$ cat config.mk
export PLATFORM = sky130hd
export DESIGN_NAME = mem_arbiter
export DESIGN_NICKNAME = d
export VERILOG_FILES = /design/src/rtl/mem_arbiter_pkg.sv /design/src/rtl/mem_arbiter_rr_pick.sv /design/src/rtl/mem_arbiter.sv
export SDC_FILE = /design/constraint.sdc
export NUM_CORES = 1
export LEC_CHECK = 0
export BUFFER_PORTS_ARGS = -buffer_cell sky130_fd_sc_hd__buf_2
export CAP_MARGIN = 25
export CORE_AREA = 2 2 182 184
export CTS_CLUSTER_DIAMETER = 60
export DETAILED_ROUTE_END_ITERATION = 8
export DIE_AREA = 0 0 184 186
export HOLD_SLACK_MARGIN = 0.06
export PLACE_DENSITY = 0.63
export REMOVE_ABC_BUFFERS = 1
export SETUP_SLACK_MARGIN = 0.1
export SYNTH_ARGS = -nofsm -noshare
export SYNTH_HDL_FRONTEND = slang
export SYNTH_SLANG_ARGS = --single-unit
$ cat constraint.sdc
create_clock -name clk -period 4 [get_ports clk]
set_input_delay 0.4 -clock clk [delete_from_list [all_inputs] [get_ports clk]]
set_output_delay 0.4 -clock clk [all_outputs]
set_load 0.1 [all_outputs]
$ cat src/rtl/mem_arbiter_pkg.sv
// Shared constants for the memory arbiter: memory_unit func codes and widths,
// plus the arbiter FSM state encoding.
package mem_arbiter_pkg;

  // memory_unit command port widths
  localparam int MEM_ADDR_W = 10;
  localparam int MEM_DATA_W = 64;

  // memory_unit func encodings
  localparam logic [1:0] FUNC_GET_CONTENTS = 2'd0;
  localparam logic [1:0] FUNC_SET_CONTENTS = 2'd1;
  localparam logic [1:0] FUNC_GET_FREE     = 2'd2;

  // Arbiter FSM states
  typedef enum logic [2:0] {
    ST_IDLE  = 3'd0,
    ST_ISSUE = 3'd1,
    ST_BLANK = 3'd2,
    ST_BUSY  = 3'd3,
    ST_RESP  = 3'd4,
    ST_HANG  = 3'd5
  } arb_state_e;

endpackage

$ cat src/rtl/mem_arbiter_rr_pick.sv
// Combinational round-robin picker: returns the first set request strictly
// after ptr_i, wrapping around to ptr_i itself last.
module rr_pick #(
  parameter int N  = 3,
  parameter int IW = $clog2(N)
) (
  input  logic [N-1:0]  req_i,
  input  logic [IW-1:0] ptr_i,
  output logic          found_o,
  output logic [IW-1:0] idx_o
);

  // Two passes: indices above the pointer first, then the wrapped range.
  always_comb begin
    found_o = 1'b0;
    idx_o   = '0;
    for (int i = 0; i < N; i++) begin
      if (!found_o && req_i[i] && (IW'(i) > ptr_i)) begin
        found_o = 1'b1;
        idx_o   = IW'(i);
      end
    end
    for (int i = 0; i < N; i++) begin
      if (!found_o && req_i[i] && (IW'(i) <= ptr_i)) begin
        found_o = 1'b1;
        idx_o   = IW'(i);
      end
    end
  end

endmodule

$ cat src/rtl/mem_arbiter.sv
// Round-robin arbiter sharing one memory_unit command port among N requesters.
// Every output is a flop; the FSM walks IDLE->ISSUE->BLANK->BUSY->RESP and
// parks in HANG if the memory unit never returns ready.
// Handshake: a requester holds req_valid and its fields stable until its
// one-cycle rsp_valid pulse; towards memory, mem_execute pulses once while
// mem_is_ready is high and the command fields then stay frozen until the
// next grant.
module mem_arbiter
  import mem_arbiter_pkg::*;
#(
  parameter int N       = 3,
  parameter int ADDR_W  = MEM_ADDR_W,
  parameter int DATA_W  = MEM_DATA_W,
  parameter int TIMEOUT = 1023
) (
  input  logic                  clk,
  input  logic                  rst,
  input  logic [N-1:0]          req_valid,
  input  logic [2*N-1:0]        req_func,
  input  logic [ADDR_W*N-1:0]   req_addr,
  input  logic [DATA_W*N-1:0]   req_wdata,
  output logic [N-1:0]          rsp_valid,
  output logic [DATA_W-1:0]     rsp_rdata,
  output logic [ADDR_W-1:0]     rsp_free_addr,
  output logic [$clog2(N)-1:0]  grant_id,
  output logic                  busy,
  output logic                  hang,
  output logic [1:0]            mem_func,
  output logic                  mem_execute,
  output logic [ADDR_W-1:0]     mem_address,
  output logic [DATA_W-1:0]     mem_write_data,
  input  logic                  mem_is_ready,
  input  logic [DATA_W-1:0]     mem_read_data,
  input  logic [ADDR_W-1:0]     mem_free_addr
);

  localparam int IW = $clog2(N);
  localparam int CW = $clog2(TIMEOUT + 1);

  // Per-requester views of the flattened request buses
  logic [1:0]        func_a  [N];
  logic [ADDR_W-1:0] addr_a  [N];
  logic [DATA_W-1:0] wdata_a [N];

  for (genvar g = 0; g < N; g++) begin : g_unpack
    assign func_a[g]  = req_func[2*g +: 2];
    assign addr_a[g]  = req_addr[ADDR_W*g +: ADDR_W];
    assign wdata_a[g] = req_wdata[DATA_W*g +: DATA_W];
  end

  arb_state_e        state_q, state_d;
  logic [IW-1:0]     ptr_q, ptr_d;
  logic [IW-1:0]     grant_q, grant_d;
  logic [1:0]        func_q, func_d;
  logic [ADDR_W-1:0] addr_q, addr_d;
  logic [DATA_W-1:0] wdata_q, wdata_d;
  logic              exec_q, exec_d;
  logic              busy_q, busy_d;
  logic              hang_q, hang_d;
  logic [N-1:0]      rsp_valid_q, rsp_valid_d;
  logic [DATA_W-1:0] rdata_q, rdata_d;
  logic [ADDR_W-1:0] free_q, free_d;
  logic [CW-1:0]     wd_q, wd_d;

  logic              pick_found;
  logic [IW-1:0]     pick_idx;

  rr_pick #(.N(N), .IW(IW)) u_pick (
    .req_i   (req_valid),
    .ptr_i   (ptr_q),
    .found_o (pick_found),
    .idx_o   (pick_idx)
  );

  // Next-state, command latch, response capture and watchdog
  always_comb begin
    state_d = state_q;
    ptr_d   = ptr_q;
    grant_d = grant_q;
    func_d  = func_q;
    addr_d  = addr_q;
    wdata_d = wdata_q;
    hang_d  = hang_q;
    rdata_d = rdata_q;
    free_d  = free_q;
    wd_d    = wd_q;
    case (state_q)
      ST_IDLE: begin
        if (mem_is_ready && pick_found) begin
          grant_d = pick_idx;
          ptr_d   = pick_idx;
          func_d  = func_a[pick_idx];
          addr_d  = addr_a[pick_idx];
          wdata_d = wdata_a[pick_idx];
          state_d = ST_ISSUE;
        end
      end
      ST_ISSUE: state_d = ST_BLANK;
      // Memory ready is still falling here, so it is not looked at.
      ST_BLANK: state_d = ST_BUSY;
      ST_BUSY: begin
        if (mem_is_ready) begin
          rdata_d = mem_read_data;
          free_d  = mem_free_addr;
          state_d = ST_RESP;
        end else if (wd_q == CW'(TIMEOUT - 1)) begin
          hang_d  = 1'b1;
          state_d = ST_HANG;
        end else begin
          wd_d = wd_q + CW'(1);
        end
      end
      ST_RESP: begin
        wd_d    = '0;
        state_d = ST_IDLE;
      end
      ST_HANG: state_d = ST_HANG;
      default: state_d = ST_IDLE;
    endcase
    // Pulse-style outputs are decoded from the next state so they register
    exec_d      = (state_d == ST_ISSUE);
    busy_d      = (state_d != ST_IDLE);
    rsp_valid_d = (state_d == ST_RESP) ? (N'(1) << grant_q) : '0;
  end

  // State and output registers, async active-low clear
  always_ff @(posedge clk or negedge rst) begin
    if (!rst) begin
      state_q     <= ST_IDLE;
      ptr_q       <= IW'(N - 1);
      grant_q     <= '0;
      func_q      <= '0;
      addr_q      <= '0;
      wdata_q     <= '0;
      exec_q      <= 1'b0;
      busy_q      <= 1'b0;
      hang_q      <= 1'b0;
      rsp_valid_q <= '0;
      rdata_q     <= '0;
      free_q      <= '0;
      wd_q        <= '0;
    end else begin
      state_q     <= state_d;
      ptr_q       <= ptr_d;
      grant_q     <= grant_d;
      func_q      <= func_d;
      addr_q      <= addr_d;
      wdata_q     <= wdata_d;
      exec_q      <= exec_d;
      busy_q      <= busy_d;
      hang_q      <= hang_d;
      rsp_valid_q <= rsp_valid_d;
      rdata_q     <= rdata_d;
      free_q      <= free_d;
      wd_q        <= wd_d;
    end
  end

  assign rsp_valid      = rsp_valid_q;
  assign rsp_rdata      = rdata_q;
  assign rsp_free_addr  = free_q;
  assign grant_id       = grant_q;
  assign busy           = busy_q;
  assign hang           = hang_q;
  assign mem_func       = func_q;
  assign mem_execute    = exec_q;
  assign mem_address    = addr_q;
  assign mem_write_data = wdata_q;

endmodule

Yosys cells after proc, flatten, opt, wreduce, memory -nomap -nowiden
Index checks and enable logic that the tools add are counted.
{ "totals": {"inputBits": 308, "output_inout_bits": 158, "ff_bits": 173} }
{ "classes": {"n_eq_ne": 10, "order_cmp": 7, "n_addsub": 1, "n_shift": 1, "reduce_logical": 24, "bitwise": 2, "muxes": 28} }
{ "ops": {"columns": ["op", "n"], "rows": [
  ["64-bit binary-select mux with 2-bit select", 1],
  ["64-bit two-way mux", 2],
  ["10-bit two-way mux", 4],
  ["10-bit binary-select mux with 2-bit select", 1],
  ["10-bit one-hot mux with 2 select lines", 1],
  ["3-bit one-hot mux with 5 select lines", 1],
  ["1-bit logical AND", 12],
  ["2-bit two-way mux", 6],
  ["3-bit two-way mux", 4],
  ["10-bit by 1-bit adder with 10-bit output, second input constant", 1],
  ["10-bit equality test, second input constant", 1],
  ["3-bit equality test, second input constant", 3],
  ["1-bit two-way mux", 7],
  ["3-bit by 1-bit equality test with 1-bit output, second input constant", 2],
  ["3-bit by 2-bit equality test with 1-bit output, second input constant", 2],
  ["3-bit AND reduction", 2],
  ["1-bit zero test", 5],
  ["2-bit binary-select mux with 2-bit select", 1],
  ["1-bit by 2-bit > comparator with 1-bit output, first input constant", 2],
  ["1-bit by 2-bit <= comparator with 1-bit output, first input constant", 2],
  ["2-bit != test, second input constant", 2],
  ["2-bit AND reduction", 2],
  ["3-bit greater-or-equal comparator, second input constant", 1],
  ["3-bit zero test", 1],
  ["other kinds (7)", 7]
]} }

Depth between registers and ports, before layout
Gate-level depths: netlist of the first run.
{ "depth": {"word_depth": 28, "ltp_mapped": 8, "mapped_depth_nobuf": 6} }

Modules after synthesis
From an unflattened synthesis of the first run, not the netlist that was laid out.
{ "hier_totals": {"hier_cells": 769, "area_unflattened_um2": 8222.9} }
{ "modules_own_cells": {"columns": ["mod", "instances", "cells_per_inst", "seq_area_each_um2", "area_each_um2"], "rows": [
  ["mem_arbiter", 1, 761, 4305.4, 8172.8],
  ["rr_pick", 1, 8, 0.0, 50.0]
]} }

Worst setup path after synthesis of the first run
No wires, ideal clock.
{ "synth_timing": {"path_kind": "reg2reg", "startpoint": "register state_q[2]", "endpoint": "register rdata_q[10] (netlist: rsp_rdata[10])", "path_buffers": 4, "synth_period_minus_slack_ns": 1.676, "setup_ns": 0.125, "arrival_ns": 1.550, "required_ns": 3.875, "path_stages_with_launch": 7, "slack_ns": 2.324, "path_cell_list": "dfrtp_1 -> buf_2 -> or3_1 -> clkbuf_1 -> buf_6 -> buf_6 -> mux2_4"} }
{ "synth_between": {"elab_chain_cells": 2} }
{ "synth_lines": {"columns": ["element", "line", "source"], "rows": [
  ["start: declaration", "mem_arbiter.sv:51", "arb_state_e state_q, state_d;"],
  ["start signal: assignment", "mem_arbiter.sv:143", "state_q <= state_d;"],
  ["3-bit by 2-bit equality test with 1-bit output", "mem_arbiter.sv:87", "case (state_q)"],
  ["2-bit AND reduction (no source line)", null, null],
  ["end signal: assignment", "mem_arbiter.sv:153", "rdata_q <= rdata_d;"],
  ["end: declaration", "mem_arbiter.sv:61", "logic [DATA_W-1:0] rdata_q, rdata_d;"]
]} }
No other way between the ends.
A chain may end at the register's enable or synchronous reset.

Worst setup path after layout of the first run
{ "layout_timing": {"startpoint": "register state_q[1]", "endpoint": "register rdata_q[55] (netlist: rsp_rdata[55])"} }
Same word-level chain as after synthesis.

==> results of run 1 <==
## area by class of cell
type / count / area (um^2) / area share
flip-flops and latches: 172 / 4305 / 0.3763
clock inverters: 14 / 165.2 / 0.01444
clock buffers: 18 / 439.2 / 0.03839
multi-input cells: 459 / 3460 / 0.3024
inverters: 6 / 22.52 / 0.001968
well taps: 408 / 510.5 / 0.04462
diodes: 1 / 2.502 / 0.0002187
repair buffers: 484 / 2536 / 0.2217
## cells by family (layout without fill, tap and decap cells)
group | count (synthesis) | count (layout) | synth area share
AND/OR/NAND/NOR | 204 | 204 | 0.1167
multiplexers | 152 | 152 | 0.2139
other | 0 | 1 | 0
XOR/XNOR | 2 | 2 | 0.002184
adder cells (fa/ha/maj) | 2 | 2 | 0.003120
buffers and inverters | 59 | 522 | 0.03729
flip-flops | 172 | 172 | 0.5368
AO/OA/AOI/OAI | 99 | 99 | 0.09002
## critical path, delay by kind of cell, from the launching register on
kind | cells | cell delay, ns
buffers and inverters | 1 | 0.42
muxes | 1 | 0.38
DFF | 1 | 0.44
and+or+nand+nor | 2 | 0.84
## cells in the mapped netlist (2+ instances only)
cell,number
nand2b_1,3
dfrtp_1,171
a21oi_1,4
mux2_2,47
ha_1,2
o211ai_1,78
mux2i_1,78
and3_1,2
nand3_1,80
inv_1,5
or3_1,4
and2_1,2
nand2_1,91
buf_6,4
nor3_1,4
buf_2,20
mux2_4,27
a31oi_1,2
nor3b_1,3
buf_1,2
buf_4,6
nor2_1,9
clkbuf_1,21
o21ai_0,5
## power groups by stage
stage	logic, mW	registers [mW]	clock network (mW)
2_1_floorplan	0.161	2.11	0
3_3_place_gp	0.706	1.83	0
6_report	0.708	1.80	1.70
5_1_grt	0.750	1.80	1.85
3_5_place_dp	0.710	1.83	0
4_1_cts	0.713	1.79	1.77
## stage by stage
stage / instance area, um^2 / TNS, ns / util
final: 11440 / 0 / 0.3552
after global routing: 11440 / 0 / 0.3552
after CTS: 11410 / 0 / 0.3543
after detailed placement: 10800 / 0 / 0.3352
after global placement: 10780 / 0 / 0.3346
after floorplan: 7744 / -261.14 / -
## metal layers
layer  GRT usage  wire length (um)  up-vias
li1            -                 -     3396
met1      0.1895             11000     3553
met2      0.2723             13770      370
met3     0.05772              2702       31
met4     0.06400               761        0
met5           0                 0        -
## flip-flops by register name, summed over array words and instances (netlist names)
signal and flops:
rsp_rdata 64, rsp_free_addr 10, state_q 3, mem_execute 1, ptr_q 2, grant_id 1, wd_q 10, mem_func 2
mem_write_data 64, mem_address 10, hang 1, rsp_valid 3, busy 1
## repair_timing
action	4_1_cts	5_1_grt
gates resized for setup	0	0
hold endpoints to repair	40	0
hold buffers	1	0
buffers inserted	0	0
## worst min path at each step
| stage | start | to | slack (ns) | cells past startpoint |
|---|---|---|---|---|
| 4_1_cts | mem_free_addr[3] | rsp_free_addr[3]$_DFFE_PN0P_ | 0.15 | 2 |
| 3_3_place_gp | hang$_DFFE_PN0P_ | hang$_DFFE_PN0P_ | 0.44 | 1 |
| 2_1_floorplan | rst | busy$_DFF_PN0_ | 0.10 | 0 |
| 6_report | mem_free_addr[3] | rsp_free_addr[3]$_DFFE_PN0P_ | 0.18 | 2 |
| 3_5_place_dp | hang$_DFFE_PN0P_ | hang$_DFFE_PN0P_ | 0.45 | 1 |
| 5_1_grt | mem_read_data[11] | rsp_rdata[11]$_DFFE_PN0P_ | 0.15 | 2 |
==> flow_summary.ini, run 1 <==
[synth]
yosys.area.top_type = dfrtp_1
synthTopCellsByArea = dfrtp_1, mux2i_1, o211ai_1, mux2_2, mux2_4
ys_seq_area_frac = 0.5368
synth-edff-count = 0
ys.warnings.count = 0
async_reset_ff_frac = 1.000
avgSynthCellArea_um2 = 11.62
yosysUniqueCellTypes = 44
synth_seq_cells = 172
netlist_instances = 690
yosysTopAreaCellShare = 0.5335
synth_area_mm2 = 0.008020
synth-main-ff-cell = dfrtp_1

[finish]
layout-drive-gt1-share = 0.5169
fin_cells = 1562
final_common_cell = buf_2
fin_nets = 1450
final_cell_mix = buf_2, dfrtp_1, nand2_1
fillers = 3268
area_growth_pct = 42.65

[worst_setup_path]
path_max_fanout = 59
cp-startpoint = state_q[1]$_DFF_PN0_
cp-start-kind = register
slowest_stage = or3_4
max_stage_delay_ns = 0.70
endpoint = rsp_rdata[55]$_DFFE_PN0P_
worstPathRequired_ns = 4.33
crit_type = reg -> reg
rr_worst_depth = 4
rr_endpoint = rsp_rdata[55]$_DFFE_PN0P_
critical_path.cell_chain = nand2_1 > or3_4 > buf_4 > mux2_2
rrSetupSlack_ns = 1.71
r2r_start = state_q[1]$_DFF_PN0_
endpoint_kind = register
critPathArrivalTime_ns = 2.62

[power_and_ir_drop]
p_int_mw = 2.911
pwr-share-comb = 0.168
powerDensity_mw_per_mm2 = 367.7
power.switching_mw = 1.295
ir_drop_mv = 0.2931
total_power_mw = 4.206
clock_power_share = 0.405
total_leakage_power_nw = 6.109
swShare = 0.3079
p_seq_frac = 0.427

[detailed_routing]
drc = 0
routed-via-count = 7350
totalWireLength_um = 28240
firstDrtPassIters = 5
viasPerCell = 4.706
ant_nets = 0
dr.first_iter.drc_count = 307
wl_per_cell_um = 18.08

[floorplan]
die_area_mm2 = 0.03422
die_h_um = 186
io_pins = 466
rows = 66
die_w_um = 184
coreArea_mm2 = 0.03221
start_util = 0.2490

[clocking]
clock_sinks = 172
cts_max_level = 4
clockBufferDepth = 2
cts_tree = done
cts_inserted_buffers = 17
cts_root_buf = clkbuf_16
path_clk_slew_ns = 0.07
insertion_delay_ns = 0.44

[placement]
portBuffers = 465
hpwl_um = 21310
gp_congestion = 0.8182
pre_cts_slack_ns = 1.417
dp.cells = 1527

[grt]
grt_pass1_vias = 7252
grt_max_degree = 89
antenna_found_initial = 2
grt_usage = 0.1623
grt_pass1_wl_um = 41700
overflow = 0

[outcome]
outcome = completed

[timing]
layout_min_cycle_time_ns = 2.291
worst_pin_slew_ns = 0.9406
finalCritPeriodShare = 0.5728
fin_hold_ws_ns = 0.1842
final-max-slew-violation-count = 0
max_freq_mhz = 436.5
hold_violations = 0
setup_violations = 0
rsz0062_at_grt = no
clock_skew_ns = 0.007881
post-route-worst-setup-slack_ns = 1.709
relSlewSlack = 0.3730

[flow_run]
maxCapViolations = 0

[hold_path]
worstHoldPathType = in -> reg
No activity file was read; power rests on OpenSTA's default activity.
==> run 2: changes to the inputs <==
--- a/config.mk
+++ b/config.mk
@@ -12,7 +12,7 @@
 export DETAILED_ROUTE_END_ITERATION = 8
 export DIE_AREA = 0 0 184 186
 export HOLD_SLACK_MARGIN = 0.06
-export PLACE_DENSITY = 0.63
+export PLACE_DENSITY = 0.64
 export REMOVE_ABC_BUFFERS = 1
 export SETUP_SLACK_MARGIN = 0.1
 export SYNTH_ARGS = -nofsm -noshare
==> constraint.sdc (replaced) <==
create_clock -name clk -period 2.1 [get_ports clk]
set_input_delay 0.21 -clock clk [delete_from_list [all_inputs] [get_ports clk]]
set_output_delay 0.21 -clock clk [all_outputs]
set_load 0.1 [all_outputs]
==> flow_summary.ini, run 2 (synthesis gave the netlist of run 1 again) <==
[outcome]
outcome = completed

[grt]
overflow = 0
grt_pass1_vias = 8620
grt_max_degree = 78
antenna_found_initial = 6
grt_pass1_wl_um = 47730
grt_usage = 0.1840

[finish]
layout-drive-gt1-share = 0.4545
utilization = 0.4233
area_growth_pct = 69.97
final_cell_mix = buf_2, dlygate4sd3_1, dfrtp_1
fin_nets = 1659
final_common_cell = buf_2
fin_area_mm2 = 0.01363
fillers = 2985
fin_cells = 1772

[placement]
hpwl_um = 22330
gp_congestion = 0.8251
dp.cells = 1550
portBuffers = 465
place_area_mm2 = 0.01103

[worst_setup_path]
rr_endpoint = mem_write_data[40]$_DFFE_PN0P_
worstPathRequired_ns = 2.41
r2r_start = ptr_q[1]$_DFFE_PN1P_
endpoint_kind = register
path_max_fanout = 3
cp-start-kind = register
crit_type = reg -> reg
cp-startpoint = ptr_q[1]$_DFFE_PN1P_
rr_worst_depth = 6
critPathArrivalTime_ns = 2.21
endpoint = mem_write_data[40]$_DFFE_PN0P_
rrSetupSlack_ns = 0.20
max_stage_delay_ns = 0.56
critical_path.cell_chain = nand2b_2 > a31oi_4 > buf_6 > mux2i_1 > dlygate4sd3_1 > o211ai_1
slowest_stage = dlygate4sd3_1

[clocking]
cts_inserted_buffers = 17
cts_max_level = 4
clock_sinks = 172
insertion_delay_ns = 0.44
cts_tree = done
clockBufferDepth = 2
path_clk_slew_ns = 0.07
cts_root_buf = clkbuf_16
cts_setup_buffers = 0

[timing]
final-max-slew-violation-count = 0
finalCritPeriodShare = 0.9024
setup_violations = 0
rsz0062_at_grt = no
max_freq_mhz = 527.7
clock_skew_ns = 0.01201
hold_violations = 0
worst_pin_slew_ns = 0.7043
layout_min_cycle_time_ns = 1.895
fin_hold_ws_ns = 0.09188
relSlewSlack = 0.5304

[power_and_ir_drop]
powerDensity_mw_per_mm2 = 652.8
pwr-share-comb = 0.187
p_int_mw = 6.451
clock_power_share = 0.428
swShare = 0.2750
total_power_mw = 8.899
total_leakage_power_nw = 7.055
p_seq_frac = 0.385
power.switching_mw = 2.447
ir_drop_mv = 0.5440

[hold_path]
worstHoldPathType = in -> reg

[detailed_routing]
wl_per_cell_um = 18.24
dr.first_iter.drc_count = 258
ant_nets = 0
firstDrtPassIters = 5
totalWireLength_um = 32330
routed-via-count = 8264
viasPerCell = 4.664
drc = 0

[floorplan]
start_util = 0.2490
io_pins = 466
die_h_um = 186
die_area_mm2 = 0.03422
coreArea_mm2 = 0.03221
die_w_um = 184
rows = 66

[flow_run]
maxCapViolations = 0
[run 2: stage by stage]
| step | setup TNS, ns | setup WS [ns] |
|---|---|---|
| global placement | 0 | 0.2431 |
| floorplan | -487.64 | -5.287 |
| finish | 0 | 0.2049 |
| detailed placement | 0 | 0.1832 |
| global route | 0 | 0.1045 |
| CTS | 0 | 0.1301 |
[run 2: metal layers]
metal,global-route usage,part of all wire,vias up
li1,-,-,3815
met5,0,0,-
met2,0.3277,0.50,440
met4,0.09376,0.040,0
met1,0.2015,0.38,3934
met3,0.04931,0.074,75
[run 2: critical path: cells and delay by family, from the launching register on]
family | cells | cell delay, ns
flops | 1 | 0.38
mux | 1 | 0.16
simple gates | 1 | 0.22
buf+inv | 2 | 0.70
compound gates | 2 | 0.31
[run 2: final cells by class]
cell class,count,area [um^2],share of cell area
clock buffer,19,442.9,0.03249
timing repair buffer,693,4619,0.3389
tap,408,510.5,0.03745
clock inverter,13,259.0,0.01900
sequential,172,4305,0.3158
inverter,6,22.52,0.001652
multi-input combinational,459,3467,0.2543
antenna,2,5.005,0.0003671
[run 2: how the worst min path moves through the flow]
stage / slack, ns / depth (start not counted) / startpoint / endpoint
after floorplan: -0.09 / 0 / rst / busy$_DFF_PN0_
after global placement: 0.19 / 1 / rst / rsp_rdata[24]$_DFFE_PN0P_
after CTS: 0.06 / 3 / req_wdata[53] / mem_write_data[53]$_DFFE_PN0P_
after global routing: 0.08 / 3 / req_wdata[101] / mem_write_data[37]$_DFFE_PN0P_
final: 0.09 / 3 / req_wdata[93] / mem_write_data[29]$_DFFE_PN0P_
after detailed placement: 0.19 / 1 / rst / rsp_rdata[24]$_DFFE_PN0P_
[run 2: repair_timing]
action                                  CTS  global route
endpoints found under the hold margin   185             0
gates resized for setup                   0             3
endpoints found under the setup margin    0             1
hold buffers                            188             0
[run 2: power groups by stage]
stage                     Clock, mW  Combinational, mW  Sequential, mW
after floorplan                   0              0.307            4.02
after global placement            0               1.37            3.48
after detailed placement          0               1.38            3.48
after CTS                      3.91               1.66            3.42
after global routing           4.04               1.75            3.43
final                          3.81               1.67            3.42
